===== src/rtl/mc10141_shift_reg.sv =====
// 4-bit universal shift register (load / shift toward bit 0 / shift toward bit 3 / hold), bit 0 is MSB.
// Latency: one rising clk edge from inputs to q; q driven straight from flops.
// Backpressure: none; a new mode and data are accepted on every edge.
module mc10141_shift_reg (
    input  logic d0In,
    input  logic d0,
    input  logic d1,
    input  logic d2,
    input  logic d3,
    input  logic d3In,
    input  logic s1,
    input  logic s0,
    input  logic clk,
    output logic q0,
    output logic q1,
    output logic q2,
    output logic q3,
    input  logic reset
);

    typedef enum logic [1:0] {
        MODE_LOAD   = 2'b00,
        MODE_SHIFTL = 2'b01,
        MODE_SHIFTR = 2'b10,
        MODE_HOLD   = 2'b11
    } mode_e;

    // Index i of the register holds q<i>; index 0 is the leftmost/MSB position.
    logic [0:3] shreg_q;
    logic [0:3] shreg_d;
    mode_e      mode;

    assign mode = mode_e'({s1, s0});

    // Next-state selection for the four operating modes.
    always_comb begin
        shreg_d = shreg_q;
        case (mode)
            MODE_LOAD:   shreg_d = {d0, d1, d2, d3};
            MODE_SHIFTL: shreg_d = {d0In, shreg_q[0:2]};
            MODE_SHIFTR: shreg_d = {shreg_q[1:3], d3In};
            MODE_HOLD:   shreg_d = shreg_q;
            default:     shreg_d = shreg_q;
        endcase
    end

    // State register; synchronous reset overrides every mode.
    always_ff @(posedge clk) begin
        if (reset) begin
            shreg_q <= '0;
        end else begin
            shreg_q <= shreg_d;
        end
    end

    assign q0 = shreg_q[0];
    assign q1 = shreg_q[1];
    assign q2 = shreg_q[2];
    assign q3 = shreg_q[3];

endmodule


===== config.mk =====
export PLATFORM = sky130hd
export DESIGN_NAME = mc10141_shift_reg
export DESIGN_NICKNAME = d
export VERILOG_FILES = /design/src/rtl/mc10141_shift_reg.sv
export SDC_FILE = /design/constraint.sdc
export NUM_CORES = 1
export LEC_CHECK = 0
export BUFFER_PORTS_ARGS = -buffer_cell sky130_fd_sc_hd__buf_4
export CAP_MARGIN = 20
export CORE_AREA = 2 2 39 41
export DETAILED_ROUTE_END_ITERATION = 12
export DIE_AREA = 0 0 41 43
export GPL_TIMING_DRIVEN = 0
export PLACE_DENSITY_LB_ADDON = 0.2
export REMOVE_ABC_BUFFERS = 1
export SLEW_MARGIN = 20
export SYNTH_ARGS = -nofsm -noshare
export SYNTH_HDL_FRONTEND = slang
export SYNTH_SLANG_ARGS = --single-unit

===== constraint.sdc =====
create_clock -name clk -period 1.3 [get_ports clk]
set_input_delay 0.065 -clock clk [delete_from_list [all_inputs] [get_ports clk]]
set_output_delay 0.065 -clock clk [all_outputs]
set_load 0.01 [all_outputs]

==> out/qor.csv, run 1 <==
stage;metric;value;unit
setup_path;maximum fanout along the worst path;8;
setup_path;critical path launch point type;primary input;
floorplanning;Core Footprint;1380;um2
yosys;Ys Warns;0;
cts;clock slew at reported path FFs;30;ps
cts;Max clock buf depth;2;
cts;Post-CTS Setup Inserts;0;
drt;# DRC;0;
setup_path;CP endpoint kind;flip-flop;
yosys;synth top area cells;dfxtp_1 31%, ha_1 14%, a211o_1 13%;
sta;fmax;1000;MHz
sta;Slew @ Worst Pin;319;ps
drt;Via-to-Cell Ratio;4.41;
drt;Initial DRT Pass Iterations;4;
placement;pre-CTS setup slack;62.7;ps
layout;register bank with the most flops;shreg_q;
yosys;Seq/Total Area, Yosys;0.308;
sta;RSZ-0062 raised after global routing;no;
power_and_ir_drop;Max VDD drop;0.414;mV
floorplanning;IO Pins;14;
drt;Iter 0 DRT Violations;3;
cts;Root Driver;clkbuf_4;
yosys;Syn Inst Count;30;
yosys;syn_area_per_cell;8.68;um2
grt;initial antenna violation count;0;
floorplanning;Die Wd;41;um
cts;PostCTS Resize Cnt;0;
placement;DP HPWL;485;um
grt;first-pass GRT wire length;883;um
power_and_ir_drop;Cell Pwr Density;1010;nW/um2
layout;layout cells sized above 1;0.378;
layout;max reg flops;4;
sta;Max-slew headroom;0.788;
floorplanning;Die Span Y;43;um
yosys;Synth cell types;11;
sta;Final Critical Period;998;ps
cts;Num CTS Buffers;3;
grt;largest net degree at the start of global routing;10;
grt;Remaining Overflow, GRT;0;
layout;largest registers;shreg_q: 4 flops;
run_status;status;completed;
cts;Clock Sinks;4;
setup_path;max incr delay on CP;370;ps
sta;Tcrit/Tclk final;0.767;
setup_path;slowest library cell on the worst path;ha_1;
drt;final WL;597;um
drt;vias;269;
flow_run;Max-cap violations;0;
cts;H-tree levels;1;
sta;final setup vio count;0;
sta;Worst Skew;0.215;ps
yosys;#FFs+latches synth;4;
sta;Slew Viols, Final;0;
placement;Port-buffer cells;13;
setup_path;Setup CP Type;primary input to flip-flop;
layout;Area Growth Syn to Fin;51.9;%
cts;CTS tree;yes;
floorplanning;Rows;14;
cts;Worst-Skew Late Latency;230;ps
grt;number of global-route vias before repair;238;
drt;post-route ant nets;0;
setup_path;critical path arrival;1090;ps
cts;cts hold-fix bufs;0;
yosys;Mapped Area;260;um2
sta;Final TNS setup;0;ps
setup_path;crit-path cells;buf_4, inv_1, ha_1, a211o_1, a21oi_1, a2111oi_2;
drt;per-cell routed wire length;9.79;um
power_and_ir_drop;LEAKAGE;0.195;nW
yosys;Synth area leader;dfxtp_1;
yosys;top-area cell type share of the netlist area;0.308;
placement;placed cell count;58;
floorplanning;die area;1760;um2
sta;final setup margin;302;ps
layout;final cell count without fillers;61;
placement;gpl congestion;0.686;
floorplanning;Starting Density;0.188;
sta;Fin. Hold Viols;0;
worst_hold_path;Worst Hold Class;primary input to flip-flop;
setup_path;worst path required time;1390;ps
grt;gr usage total;0.0731;
layout;Ant. Diodes;0;
layout;nets@finish;60;
report_power, final:
group	internal (mW)	switching (mW)	leakage [nW]
combinational	0.0608	0.0462	0.148
sequential	0.135	0.0112	0.0331
clock	0.103	0.0416	0.0138
critical path, delay by kind of cell:
family	cells	cell delay (ps)
AOI/OAI and AO/OA	3	530
adders and majority gates	1	370
buffers and inverters	2	130
through the flow:
| stage | utilization | area (um2) | power (mW) | hold slack (ps) |
|---|---|---|---|---|
| 6_report | 0.286 | 395 | 0.398 | 33.5 |
| 5_1_grt | 0.286 | 395 | 0.422 | 36.1 |
| 4_1_cts | 0.286 | 395 | 0.411 | 23.5 |
| 3_5_place_dp | 0.269 | 373 | 0.257 | 269 |
| 3_3_place_gp | 0.269 | 373 | 0.257 | 269 |
| 2_1_floorplan | - | 255 | 0.204 | 134 |
metal layers:
metal / vias up / track usage / wire length [um]
met2: 6 / 0.103 / 296
li1: 141 / - / -
met1: 122 / 0.0895 / 265
met5: - / 0 / 0
met4: 0 / 0.0600 / 0
met3: 0 / 0.0157 / 34
logic make-up after synthesis:
group,share of synthesized area
DFF,0.308
and+or+nand+nor,0.0721
adders and majority gates,0.144
AOI/OAI and AO/OA,0.370
buffers and inverters,0.106
worst paths after layout:
check	start	endpoint	slack, ps	cells past startpoint
min	reset	shreg_q[0]$_SDFFE_PP0P_	30	2
max reg2reg	shreg_q[1]$_SDFFE_PP0P_	shreg_q[2]$_SDFFE_PP0P_	340	3
min reg2reg	shreg_q[0]$_SDFFE_PP0P_	shreg_q[0]$_SDFFE_PP0P_	480	2
max	s1	shreg_q[2]$_SDFFE_PP0P_	300	6
Yosys cell counts (all sizes together):
cell type / count
a211o: 4
a21oi: 4
ha: 3
a2111oi: 1
nor3b: 1
dfxtp: 4
inv: 5
nand2: 3
a221oi: 3
clkinv: 1
buf: 1
area by class of cell:
type,instances,area [um2]
Clock buffer,3,22.5
Inverter,6,22.5
Multi-Input combinational cell,19,153
Tap cell,16,20.0
Sequential cell,4,80.1
Fill cell,159,988
Timing Repair Buffer,13,97.6
layout by cell type (no fill, tap or decap):
cell and count:
a2111oi_2 1, a211o_1 4, dfxtp_1 4, a21oi_1 4
nand2_1 3, nor3b_1 1, a221oi_1 3, ha_1 3
clkinv_1 1, buf_4 13, inv_1 5, clkbuf_4 3
Note: power is estimated with default switching activity, not from simulation.
==> inputs of run 2 (changes only) <==
==> constraint.sdc (replaced) <==
create_clock -name clk -period 0.9 [get_ports clk]
set_input_delay 0.045 -clock clk [delete_from_list [all_inputs] [get_ports clk]]
set_output_delay 0.045 -clock clk [all_outputs]
set_load 0.01 [all_outputs]
==> run 2 against run 1 <==
The flow now finishes with violations (setup timing). Sequential cell count is the same. Global-route usage grew 0.60 points. Setup slack lost 330 ps. Die area is the same. Critical path type is now flip-flop to flip-flop.
==> out/qor.csv, run 2 (synthesis results as in run 1) <==
stage;metric;value;unit;change
sta;Slew Viols, Final;0;;unchanged
power_and_ir_drop;Cell Pwr Density;1340;nW/um2;was 1010 nW/um2
layout;largest registers;shreg_q: 4 flops;;unchanged
cts;Num CTS Buffers;3;;unchanged
placement;placed cell count;58;;unchanged
drt;post-route ant nets;0;;unchanged
floorplanning;Starting Density;0.188;;unchanged
worst_hold_path;Worst Hold Class;primary input to flip-flop;;unchanged
layout;most frequent cells in the layout;14 x buf_4, 5 x inv_1, 4 x a211o_1, 3 x nand2_1, 3 x clkbuf_4;;was 13 x buf_4, 5 x inv_1, 4 x a211o_1, 4 x a21oi_1, 4 x dfxtp_1
floorplanning;Die Span Y;43;um;unchanged
grt;Remaining Overflow, GRT;0;;unchanged
layout;most common cell after layout, fill and taps aside;buf_4;;unchanged
cts;Max clock buf depth;2;;unchanged
cts;Root Driver;clkbuf_4;;unchanged
power_and_ir_drop;Pwr Total;0.607;mW;was 0.398 mW
cts;Worst-Skew Late Latency;230;ps;about the same
layout;final cell count without fillers;64;;was 61
floorplanning;IO Pins;14;;unchanged
sta;final setup vio count;1;;was 0
sta;Final TNS setup;-28.0;ps;was 0 ps
setup_path;worst r2r src;shreg_q[1]$_SDFFE_PP0P_;;unchanged
setup_path;Setup CP Type;flip-flop to flip-flop;;was primary input to flip-flop
layout;layout cells sized above 1;0.542;;was 0.378
layout;register bank with the most flops;shreg_q;;unchanged
placement;Placed Area;373;um2;unchanged
drt;vias;279;;was 269
placement;gpl congestion;0.686;;unchanged
sta;Worst Skew;1.22;ps;was 0.215 ps
sta;Slew @ Worst Pin;329;ps;was 319 ps
drt;per-cell routed wire length;9.92;um;was 9.79 um
setup_path;maximum fanout along the worst path;4;;was 8
placement;DP HPWL;485;um;unchanged
drt;# DRC;0;;unchanged
drt;Via-to-Cell Ratio;4.36;;was 4.41
layout;max reg flops;4;;unchanged
grt;number of global-route vias before repair;264;;was 238
floorplanning;Rows;14;;unchanged
drt;final WL;635;um;was 597 um
setup_path;worst path required time;990;ps;was 1390 ps
cts;clock slew at reported path FFs;30;ps;about the same
setup_path;crit path launch;shreg_q[1]$_SDFFE_PP0P_;;was s1
layout;final standard cell utilization of the core;0.326;;was 0.286
floorplanning;Die Wd;41;um;unchanged
flow_run;Max-cap violations;0;;unchanged
drt;Initial DRT Pass Iterations;2;;was 4
setup_path;critical path arrival;1010;ps;was 1090 ps
sta;Max-slew headroom;0.781;;was 0.788
layout;Ant. Diodes;0;;unchanged
cts;Clock Sinks;4;;unchanged
sta;final setup margin;-28.0;ps;was 302 ps
grt;gr usage total;0.0792;;was 0.0731
cts;CTS tree;yes;;unchanged
grt;first-pass GRT wire length;945;um;was 883 um
floorplanning;die area;1760;um2;unchanged
power_and_ir_drop;LEAKAGE;0.214;nW;was 0.195 nW
placement;Port-buffer cells;13;;unchanged
sta;Tcrit/Tclk final;1.03;;
run_status;status;finished with violations;;was completed
run_status;failing checks;setup timing;;
grt;initial antenna violation count;0;;unchanged
sta;fmax;1080;MHz;
drt;Iter 0 DRT Violations;2;;was 3
setup_path;CP endpoint kind;flip-flop;;unchanged
sta;RSZ-0062 raised after global routing;yes;;was no
power_and_ir_drop;Max VDD drop;0.618;mV;was 0.414 mV
sta;Final Critical Period;928;ps;
cts;H-tree levels;1;;unchanged
floorplanning;Core Footprint;1380;um2;unchanged
worst_hold_path;worst hold start;reset;;unchanged
layout;Filler Cells Inserted;150;;was 159
layout;nets@finish;63;;was 60
setup_path;critical path launch point type;flip-flop;;was primary input
layout;fin area;452;um2;was 395 um2
sta;Fin. Hold Viols;0;;unchanged
layout;Area Growth Syn to Fin;73.6;%;was 51.9%
grt;largest net degree at the start of global routing;10;;unchanged
[run 2: changes by cell type in the layout (fill, tap and decap cells not counted)]
cell,delta
a221oi_1,-2
dfxtp_1,-3
ha_1,-1
dfxtp_4,+1
a21oi_1,-2
buf_4,+1
a21oi_2,+2
dfxtp_2,+2
dlygate4sd3_1,+2
a221oi_2,+2
ha_2,+1
[run 2: power breakdown]
part	switching, mW	internal, mW
clock network	0.0611	0.148
logic	0.0766	0.106
registers	0.0176	0.197
total	0.155	0.452
[run 2: worst max-delay path, stage by stage (launching register included)]
cell and delay, ps:
dfxtp_4 350, a211o_1 260, a21oi_2 120, a2111oi_2 60
[run 2: area by class of cell]
cell class	instances	area, um2	share of cell area
clock buffers	3	22.5	0.0499
flip-flops and latches	4	86.3	0.191
inverters	6	22.5	0.0499
multi-input cells	19	175	0.388
repair buffers	16	125	0.277
well taps	16	20.0	0.0443
[run 2: path summary, 6_finish.rpt]
| check | end | slack, ps | cells past startpoint |
|---|---|---|---|
| max reg2reg | shreg_q[2]$_SDFFE_PP0P_ | -30 | 3 |
| max | shreg_q[2]$_SDFFE_PP0P_ | -30 | 3 |
| min | shreg_q[3]$_SDFFE_PP0P_ | 8 | 2 |
| min reg2reg | shreg_q[0]$_SDFFE_PP0P_ | 470 | 2 |
[run 2: metal layers]
metal	track usage	up-vias	routed length [um]
met5	0	-	0
met4	0.0600	0	0
met3	0.0157	0	34
met2	0.122	6	317
met1	0.0895	127	282
li1	-	146	-
[run 2: metrics by stage]
| stage | worst slack [ps] | hold WS [ps] |
|---|---|---|
| 2_1_floorplan | -131 | 114 |
| 3_3_place_gp | -319 | 249 |
| 3_5_place_dp | -317 | 249 |
| 4_1_cts | -15.3 | 1.11 |
| 5_1_grt | -59.8 | 12.0 |
| 6_report | -28.0 | 8.19 |
[run 2: what timing repair did]
| item | 4_1_cts | 5_1_grt |
|---|---|---|
| buffers inserted | 1 | 0 |
| pin swaps | 1 | 1 |
| setup endpoints to repair | 4 | 4 |
| endpoints found under the hold margin | 1 | 0 |
| hold buffers | 2 | 0 |
| gates resized for setup | 6 | 3 |
==> inputs of run 3 (changes only) <==
--- a/config.mk
+++ b/config.mk
@@ -10,7 +10,7 @@
 export CORE_AREA = 2 2 39 41
 export DETAILED_ROUTE_END_ITERATION = 12
 export DIE_AREA = 0 0 41 43
-export GPL_TIMING_DRIVEN = 0
+export GPL_TIMING_DRIVEN = 1
 export PLACE_DENSITY_LB_ADDON = 0.2
 export REMOVE_ABC_BUFFERS = 1
 export SLEW_MARGIN = 20
==> run 3 against run 2 <==
The run still ends with setup timing left. Design area is 14% higher. Register-to-register slack improved by 20 ps. Critical path depth did not move. Sequential cell count stayed put. Sequential share of layout area fell by 3.1 points. Routed wire length up 15%. Largest cell class unchanged.
==> out/qor.csv, run 3 (synthesis results as in run 1) <==
stage;metric;value;unit;change
placement;placed cell count;67;;was 58
sta;Fin. Hold Viols;0;;unchanged
flow_run;Max-cap violations;0;;unchanged
setup_path;Stages on worst setup path;3;;unchanged
sta;Final TNS setup;-7.45;ps;was -28.0 ps
sta;Tcrit/Tclk final;1.01;;was 1.03
setup_path;critical path arrival;1030;ps;was 1010 ps
sta;Max-slew headroom;0.833;;was 0.781
layout;Area Growth Syn to Fin;97.6;%;was 73.6%
grt;largest net degree at the start of global routing;8;;was 10
sta;Slew Viols, Final;0;;unchanged
setup_path;critical path launch point type;flip-flop;;unchanged
floorplanning;Die Wd;41;um;unchanged
drt;vias;306;;was 279
cts;CTS tree;yes;;unchanged
setup_path;worst reg-to-reg path cell count;3;;unchanged
setup_path;slowest library cell on the worst path;dfxtp_2;;was dfxtp_4
setup_path;Setup CP Type;flip-flop to flip-flop;;unchanged
placement;Placed Area;440;um2;was 373 um2
run_status;failing checks;setup timing;;unchanged
cts;Max clock buf depth;2;;unchanged
power_and_ir_drop;Max VDD drop;0.582;mV;was 0.618 mV
floorplanning;Starting Density;0.188;;unchanged
drt;per-cell routed wire length;10.3;um;was 9.92 um
floorplanning;IO Pins;14;;unchanged
sta;Slew @ Worst Pin;251;ps;was 329 ps
worst_hold_path;Worst Hold Class;primary input to flip-flop;;unchanged
sta;final setup margin;-7.45;ps;was -28.0 ps
cts;Post-CTS Setup Inserts;0;;was 1
power_and_ir_drop;LEAKAGE;0.251;nW;was 0.214 nW
sta;Worst Skew;3.34;ps;was 1.22 ps
grt;number of global-route vias before repair;288;;was 264
floorplanning;Die Span Y;43;um;unchanged
setup_path;max incr delay on CP;320;ps;was 350 ps
cts;clock slew at reported path FFs;40;ps;was 30 ps
layout;final cell count without fillers;71;;was 64
drt;final WL;729;um;was 635 um
setup_path;CP bufs+invs;0;;unchanged
layout;Ant. Diodes;0;;unchanged
layout;most common cell after layout, fill and taps aside;buf_4;;unchanged
sta;RSZ-0062 raised after global routing;yes;;unchanged
grt;Remaining Overflow, GRT;0;;unchanged
grt;gr usage total;0.0905;;was 0.0792
placement;DP HPWL;558;um;was 485 um
cts;Num CTS Buffers;3;;unchanged
drt;Via-to-Cell Ratio;4.31;;was 4.36
power_and_ir_drop;Pwr Total;0.660;mW;was 0.607 mW
layout;register bank with the most flops;shreg_q;;unchanged
grt;first-pass GRT wire length;1050;um;was 945 um
sta;fmax;1100;MHz;was 1080 MHz
placement;gpl congestion;0.693;;was 0.686
cts;Clock Sinks;4;;unchanged
setup_path;CP top delay family;compound AO/OA/AOI/OAI gates;;unchanged
layout;fin area;514;um2;was 452 um2
worst_hold_path;Hold Path Cell Cnt;2;;unchanged
drt;# DRC;0;;unchanged
layout;Filler Cells Inserted;155;;was 150
layout;layout cells sized above 1;0.636;;was 0.542
layout;max reg flops;4;;unchanged
sta;final setup vio count;1;;unchanged
setup_path;CP endpoint kind;flip-flop;;unchanged
setup_path;maximum fanout along the worst path;3;;was 4
setup_path;worst path required time;1020;ps;was 990 ps
sta;Final Critical Period;907;ps;was 928 ps
setup_path;crit-path cells;a221oi_1, a211o_1, a21oi_1;;was a211o_1, a21oi_2, a2111oi_2
grt;initial antenna violation count;0;;unchanged
floorplanning;Rows;14;;unchanged
placement;Port-buffer cells;13;;unchanged
power_and_ir_drop;Cell Pwr Density;1280;nW/um2;was 1340 nW/um2
run_status;status;finished with violations;;unchanged
drt;post-route ant nets;0;;unchanged
cts;H-tree levels;1;;unchanged
layout;nets@finish;70;;was 63
cts;Root Driver;clkbuf_4;;unchanged
layout;most frequent cells in the layout;22 x buf_4, 5 x inv_1, 4 x a211o_1;;was 14 x buf_4, 5 x inv_1, 4 x a211o_1, 3 x nand2_1, 3 x clkbuf_4
floorplanning;die area;1760;um2;unchanged
floorplanning;Core Footprint;1380;um2;unchanged
layout;largest registers;shreg_q: 4 flops;;unchanged
cts;Worst-Skew Late Latency;230;ps;about the same
drt;Iter 0 DRT Violations;0;;was 2
drt;Initial DRT Pass Iterations;1;;was 2
## run 3: cell count changes in the layout (fill, tap and decap cells not counted), sizes merged
cell / previous run / this run
buf: 14 / 22
dlygate4sd3: 2 / 1
## run 3: report_power, final
part	leakage, nW	total [mW]	switching (mW)	internal, mW
sequential	0.0338	0.214	0.0171	0.197
clock	0.0138	0.219	0.0698	0.149
combinational	0.203	0.227	0.0882	0.139
total	0.251	0.660	0.175	0.485
## run 3: metal layers
layer / track usage / up-vias / wire length, um
met5: 0 / - / 0
met4: 0.0600 / 0 / 0
met3: 0.0471 / 0 / 50
met2: 0.134 / 6 / 366
met1: 0.0935 / 139 / 312
li1: - / 161 / -
## run 3: layout make-up
type,count,area [um2],area share
clock buffers,3,22.5,0.0438
inverters,6,22.5,0.0438
multi-input cells,19,191,0.372
flip-flops and latches,4,82.6,0.161
well taps,16,20.0,0.0389
repair buffers,23,175,0.341
## run 3: final timing paths
path,slack [ps],startpoint,endpoint
worst min register to register,500,shreg_q[2]$_SDFFE_PP0P_,shreg_q[2]$_SDFFE_PP0P_
worst max register to register,-7,shreg_q[1]$_SDFFE_PP0P_,shreg_q[0]$_SDFFE_PP0P_
worst min-delay path,5,reset,shreg_q[3]$_SDFFE_PP0P_
worst max-delay path,-7,shreg_q[1]$_SDFFE_PP0P_,shreg_q[0]$_SDFFE_PP0P_
## run 3: repair_timing
item | 4_1_cts | 5_1_grt
hold endpoints to repair | 4 | 1
pin swaps | 0 | 1
endpoints found under the setup margin | 4 | 6
gates resized for setup | 4 | 6
gates cloned | 0 | 0
## run 3: per-stage QoR
step / utilization / setup WS (ps) / hold WS [ps]
final: 0.372 / -7.45 / 5.05
after global routing: 0.372 / -74.9 / -7.25
after CTS: 0.344 / 0.168 / -10.7
after detailed placement: 0.318 / -285 / 246
after global placement: 0.318 / -287 / 253
after floorplan: - / -131 / 114
